[src/rtl/ram_port_arbiter_pkg.sv]
// Shared types for the RAM port arbiter.
// The FSM only has an arbitration cycle and a RAM access cycle.
package ram_arb_pkg;

   typedef enum logic {
      IDLE   = 1'b0,
      ACCESS = 1'b1
   } state_t;

endpackage

[src/rtl/ram_port_arbiter_if.sv]
// Port bundle of a single-port RAM with a combinational read path.
// CTRL is the controlling side and RAM the memory side.
interface single_port_ram_port_if #(
   parameter int ADDR_WIDTH = 8,
   parameter int DATA_WIDTH = 32
);
   logic                  en;
   logic                  we;
   logic [ADDR_WIDTH-1:0] addr;
   logic [DATA_WIDTH-1:0] wdata;
   logic [DATA_WIDTH-1:0] rdata;

   modport CTRL (output en, output we, output addr, output wdata, input rdata);
   modport RAM  (input en, input we, input addr, input wdata, output rdata);
endinterface

[src/rtl/ram_port_arbiter_rr.sv]
// Combinational round-robin pick. The requester after 'last' has the
// highest priority, and 'last' itself has the lowest.
module rr_arbiter #(
   parameter  int N_REQ = 2,
   localparam int IDX_W = $clog2(N_REQ)
) (
   input  logic [N_REQ-1:0] req,
   input  logic [IDX_W-1:0] last,
   output logic [N_REQ-1:0] grant,
   output logic [IDX_W-1:0] grant_idx
);
   logic [N_REQ-1:0] upper_mask;
   logic [N_REQ-1:0] masked_req;
   logic [N_REQ-1:0] pick_src;

   // Requesters above 'last' go first; wrap to the full vector if none is active.
   for (genvar gi = 0; gi < N_REQ; gi++) begin : g_mask
      assign upper_mask[gi] = (gi > int'(last));
   end

   assign masked_req = req & upper_mask;
   assign pick_src   = (|masked_req) ? masked_req : req;
   assign grant      = pick_src & (~pick_src + N_REQ'(1));

   always_comb begin
      grant_idx = '0;
      for (int k = 0; k < N_REQ; k++) begin
         if (grant[k]) begin
            grant_idx = grant_idx | IDX_W'(k);
         end
      end
   end
endmodule

[src/rtl/ram_port_arbiter.sv]
// Shares one single-port RAM between N_REQ requesters: arbitrate in IDLE,
// drive the RAM for one ACCESS cycle, return read data one cycle later.
module ram_port_arbiter
   import ram_arb_pkg::*;
#(
   parameter  int N_REQ      = 2,
   parameter  int ADDR_WIDTH = 8,
   parameter  int DATA_WIDTH = 32,
   localparam int IDX_W      = $clog2(N_REQ)
) (
   input  logic                        clk,
   input  logic                        rst,
   input  logic [N_REQ-1:0]            req_i,
   input  logic [N_REQ-1:0]            we_i,
   input  logic [N_REQ*ADDR_WIDTH-1:0] addr_i,
   input  logic [N_REQ*DATA_WIDTH-1:0] wdata_i,
   output logic [N_REQ-1:0]            gnt_o,
   output logic [N_REQ-1:0]            rvalid_o,
   output logic [DATA_WIDTH-1:0]       rdata_o,
   single_port_ram_port_if.CTRL        ram
);
   state_t                state_q;
   logic [IDX_W-1:0]      last_q;
   logic [N_REQ-1:0]      gnt_q;
   logic [N_REQ-1:0]      rvalid_q;
   logic [DATA_WIDTH-1:0] rdata_q;
   logic                  en_q;
   logic                  we_q;
   logic [ADDR_WIDTH-1:0] addr_q;
   logic [DATA_WIDTH-1:0] wdata_q;

   logic [N_REQ-1:0]      win_onehot;
   logic [IDX_W-1:0]      win_idx;
   logic [ADDR_WIDTH-1:0] addr_arr  [N_REQ];
   logic [DATA_WIDTH-1:0] wdata_arr [N_REQ];

   for (genvar gi = 0; gi < N_REQ; gi++) begin : g_unpack
      assign addr_arr[gi]  = addr_i[gi*ADDR_WIDTH +: ADDR_WIDTH];
      assign wdata_arr[gi] = wdata_i[gi*DATA_WIDTH +: DATA_WIDTH];
   end

   rr_arbiter #(.N_REQ(N_REQ)) u_rr (
      .req       (req_i),
      .last      (last_q),
      .grant     (win_onehot),
      .grant_idx (win_idx)
   );

   always_ff @(posedge clk) begin
      if (rst) begin
         state_q  <= IDLE;
         last_q   <= IDX_W'(N_REQ - 1);
         gnt_q    <= '0;
         rvalid_q <= '0;
         rdata_q  <= '0;
         en_q     <= 1'b0;
         we_q     <= 1'b0;
         addr_q   <= '0;
         wdata_q  <= '0;
      end else begin
         rvalid_q <= '0;
         case (state_q)
            IDLE: begin
               gnt_q <= '0;
               en_q  <= 1'b0;
               if (|req_i) begin
                  state_q <= ACCESS;
                  last_q  <= win_idx;
                  gnt_q   <= win_onehot;
                  en_q    <= 1'b1;
                  we_q    <= we_i[win_idx];
                  addr_q  <= addr_arr[win_idx];
                  wdata_q <= wdata_arr[win_idx];
               end
            end
            ACCESS: begin
               state_q <= IDLE;
               gnt_q   <= '0;
               en_q    <= 1'b0;
               if (!we_q) begin
                  rvalid_q <= gnt_q;
                  rdata_q  <= ram.rdata;
               end
            end
            default: state_q <= IDLE;
         endcase
      end
   end

   assign gnt_o     = gnt_q;
   assign rvalid_o  = rvalid_q;
   assign rdata_o   = rdata_q;
   // A reset arriving mid-access must never reach the RAM as a write.
   assign ram.en    = en_q & ~rst;
   assign ram.we    = en_q & we_q & ~rst;
   assign ram.addr  = addr_q;
   assign ram.wdata = wdata_q;
endmodule

[src/flat_wrapper.sv]
// flat-port wrapper written by rule: the top's interface ports become plain ports
module ram_port_arbiter_flat import ram_arb_pkg::*;
#(
   parameter  int N_REQ      = 2,
   parameter  int ADDR_WIDTH = 8,
   parameter  int DATA_WIDTH = 32,
   localparam int IDX_W      = $clog2(N_REQ)
)
  (clk, rst, req_i, we_i, addr_i, wdata_i, gnt_o, rvalid_o, rdata_o, ram_en, ram_we, ram_addr, ram_wdata, ram_rdata);
  single_port_ram_port_if #(.ADDR_WIDTH(ADDR_WIDTH), .DATA_WIDTH(DATA_WIDTH)) ram_i ();
  input  logic clk;
  input  logic rst;
  input  logic [N_REQ-1:0] req_i;
  input  logic [N_REQ-1:0] we_i;
  input  logic [N_REQ*ADDR_WIDTH-1:0] addr_i;
  input  logic [N_REQ*DATA_WIDTH-1:0] wdata_i;
  output logic [N_REQ-1:0] gnt_o;
  output logic [N_REQ-1:0] rvalid_o;
  output logic [DATA_WIDTH-1:0] rdata_o;
  output wire logic [$bits(ram_i.en)-1:0] ram_en;
  output wire logic [$bits(ram_i.we)-1:0] ram_we;
  output wire logic [$bits(ram_i.addr)-1:0] ram_addr;
  output wire logic [$bits(ram_i.wdata)-1:0] ram_wdata;
  input wire logic [$bits(ram_i.rdata)-1:0] ram_rdata;
  assign ram_en = ram_i.en;
  assign ram_we = ram_i.we;
  assign ram_addr = ram_i.addr;
  assign ram_wdata = ram_i.wdata;
  assign ram_i.rdata = ram_rdata;
  ram_port_arbiter #(.N_REQ(N_REQ), .ADDR_WIDTH(ADDR_WIDTH), .DATA_WIDTH(DATA_WIDTH)) u_core (.clk(clk), .rst(rst), .req_i(req_i), .we_i(we_i), .addr_i(addr_i), .wdata_i(wdata_i), .gnt_o(gnt_o), .rvalid_o(rvalid_o), .rdata_o(rdata_o), .ram(ram_i));
endmodule
[config.mk]
export PLATFORM = sky130hd
export DESIGN_NAME = ram_port_arbiter_flat
export DESIGN_NICKNAME = d
export VERILOG_FILES = /design/src/rtl/ram_port_arbiter_pkg.sv /design/src/rtl/ram_port_arbiter_if.sv /design/src/rtl/ram_port_arbiter_rr.sv /design/src/rtl/ram_port_arbiter.sv /design/src/flat_wrapper.sv
export SDC_FILE = /design/constraint.sdc
export NUM_CORES = 1
export LEC_CHECK = 0
export ABC_CLOCK_PERIOD_IN_PS = 1000
export CORE_MARGIN = 8
export CORE_UTILIZATION = 35
export DETAILED_ROUTE_END_ITERATION = 16
export DONT_BUFFER_PORTS = 1
export HOLD_SLACK_MARGIN = 0.03
export PLACE_DENSITY = 0.5
export SETUP_SLACK_MARGIN = 0.15
export SLEW_MARGIN = 20
export SYNTH_ARGS = -nofsm -noshare
export SYNTH_HDL_FRONTEND = slang
export SYNTH_SLANG_ARGS = --single-unit
[constraint.sdc]
create_clock -name clk -period 1 [get_ports clk]
set_input_delay 0.15 -clock clk [delete_from_list [all_inputs] [get_ports clk]]
set_output_delay 0.15 -clock clk [all_outputs]
set_load 0.1 [all_outputs]
==> impl_metrics.json <==
{
  "status": "finished with violations",
  "violations": "negative hold slack, negative setup slack",
  "avgSynthCellArea_um2": 8.63,
  "drc": 0,
  "fp.dieW_um": 114,
  "overflow": 0,
  "detail_route.wl_per_cell_um": 22.1,
  "dp_hpwl_mm": 7.58,
  "p_sw_mw": 4.43,
  "synth_area_leaders": "dfxtp_1 47%, a211oi_2 15%, nand2_1 12%",
  "p_int_mw": 6.80,
  "rsz0062_at_grt": "true",
  "fin_util_pct": 74.7,
  "synth_most_common_cell": "nand2_1",
  "ir_drop_mv": 1.04,
  "path_common_cell": "buf_12",
  "design.core.area_um2": 9280,
  "die_height_um": 114,
  "final_layout_size_suffix_gt1_share_pct": 71.8,
  "timing.fmax_mhz": 692,
  "grt_pass1_vias": 3616,
  "critPathLaunch": "u_core.state_q",
  "vias_per_cell": 5.25,
  "maxCapViolCount": 0,
  "rr_startpoint": "u_core.state_q",
  "synthFlopType": "dfxtp_1",
  "cts.sinks": 79,
  "synth_area_um2": 3360,
  "end_kind": "flop",
  "clockBufferDepth": 2,
  "finalMaxSlewViolations": 0,
  "clk_pin_slew_ns": 0.09,
  "critPathKind": "flop to flop",
  "p_leak_nw": 2.66,
  "grt_pass1_wl_mm": 20.4,
  "wirelength_mm": 14.5,
  "finalSetupViolCount": 156,
  "cts_root_buffer": "clkbuf_8",
  "cts_tree": "done",
  "hold_path.class": "input pin to flop",
  "synth_cells": 390,
  "synth_nets": 508,
  "finalPower_mw": 11.2,
  "vias": 3431,
  "hp-start": "rst",
  "fin_nets": 639,
  "syn_to_final_growth_pct": 106,
  "yosysWarnings": 0,
  "antenna_left": 0,
  "num_rows": 35,
  "h-tree-depth": 3,
  "yosysTopAreaCell": "dfxtp_1",
  "cts_inserted_buffers": 9,
  "setup_tns_ns": -25.65,
  "power_frac_clock_pct": 21.4,
  "port_buffers": 0,
  "fin_crit_sh_pct": 144,
  "p_sw_share_pct": 39.4,
  "synth_edf_count": 0,
  "async_flop_share_pct": 0,
  "gp_congestion": 0.734,
  "grt_max_degree": 81,
  "layout.cells.non_filler": 654,
  "crit_slowest_cell": "dfxtp_2",
  "drtIter0Drc": 147,
  "fin_crit_ns": 1.44,
  "final.setup.worst_slack_ns": -0.444,
  "ys_ff_latch": 79,
  "slew_headroom_pct": 80.1,
  "worstPathMaxFanout": 5,
  "synth_top_area_share_pct": 47.0,
  "holdWs_ns": -0.137,
  "io_pins": 196,
  "path_cells": "buf_4 > o21ba_4 > buf_12 > buf_8 > buf_12 > nor2_1 > a211oi_2",
  "final-hold-violation-count": 79,
  "fin_skew_ns": 0.0137,
  "n_antenna_cell": 0,
  "worst_path_largest_cell_delay_ns": 0.34,
  "clkLatencyLatePin_ns": 0.35,
  "placed_cell_area_um2": 4690,
  "dieArea_um2": 13000,
  "antenna_found_initial": 0,
  "startpoint_type": "flop",
  "p_seq_share_pct": 33.2,
  "powerDensity_nw_per_um2": 1620,
  "ys_types": 22,
  "max_slew.worst_pin.slew_ns": 0.299,
  "drt_first_pass_iters": 4,
  "worstPathArrival_ns": 1.69,
  "start_util_pct": 36.2,
  "combinationalPowerShare_pct": 45.4,
  "placedCellCount": 574,
  "grt.total_usage_pct": 20.5,
  "crit_required_ns": 1.25,
  "synth_common_cells": "105 x nand2_1, 79 x dfxtp_1, 72 x a21oi_1, 43 x nor2_1, 40 x a211oi_2",
  "ys_seq_area_share_pct": 47.0,
  "fin_area_um2": 6940,
  "pre_cts_slack_ns": -0.204
}
what timing repair did:
item,CTS,global route
endpoints found under the hold margin,79,79
pin swaps,33,29
setup buffers,29,16
endpoints found under the setup margin,156,157
resized for setup,225,59
gates cloned,17,3
routing by layer:
metal,up-vias,part of all wire [%],wire length [um],track usage [%]
li1,1592,-,-,-
met1,1681,38,5460,21.9
met2,137,52,7580,36.2
met3,21,8.2,1190,7.98
met4,0,1.8,259,6.39
met5,-,0,0,0
state kept, by name, summed over array words and instances, names as in the netlist:
signal / flops
u_core.gnt_o: 2
u_core.we_q: 1
u_core.rvalid_o: 2
u_core.ram.wdata: 32
u_core.state_q: 1
u_core.last_q: 1
u_core.rdata_o: 32
u_core.ram.addr: 8
worst max-delay path: cells and delay by family (launching register included):
family | cells | cell delay (ns)
buf+inv | 4 | 0.48
flops | 1 | 0.34
simple gates | 1 | 0.06
compound gates | 2 | 0.46
layout make-up:
cell class,instances,area (um2)
sequential,79,1710
clock buffer,12,178
multi-input combinational,276,2130
fill,619,2350
timing repair buffer,155,2740
tap,129,161
clock inverter,3,21.3
layout by cell type (no fill, tap or decap), types with 2 or more instances in the layout:
master	count
a211oi_2	40
nor2b_4	2
buf_12	92
dfxtp_4	13
nand2_2	11
nor2_1	27
buf_6	12
nor2_2	14
buf_4	30
nor3b_2	2
dfxtp_2	65
buf_8	3
a21oi_4	31
a21oi_2	19
buf_16	14
a21oi_1	23
clkbuf_16	5
clkbuf_8	9
nand2_1	93
nor2_4	2
cell families (layout without fill, tap and decap cells):
family          after synthesis  in the layout  share of synthesized area [%]
buf+inv                      35            170                           6.66
compound gates              119            119                           28.0
simple gates                157            157                           18.3
flops                        79             79                           47.0
final timing paths:
kind / slack [ns] / depth (start not counted) / end
max reg2reg: -0.44 / 7 / u_core.ram.wdata[17]
min reg2reg: 0.47 / 2 / u_core.rdata_o[23]
min: -0.14 / 1 / u_core.rdata_o[17]
max: -0.44 / 7 / u_core.ram.wdata[17]
power by group through the flow:
stage	Combinational [mW]	Sequential, mW	Clock, mW
floorplan	0.988	5.43	0
global placement	3.46	3.69	0
detailed placement	3.49	3.71	0
CTS	4.82	3.72	2.47
global route	5.27	3.76	2.60
finish	5.10	3.72	2.40
No activity file was read; power rests on OpenSTA's default activity.
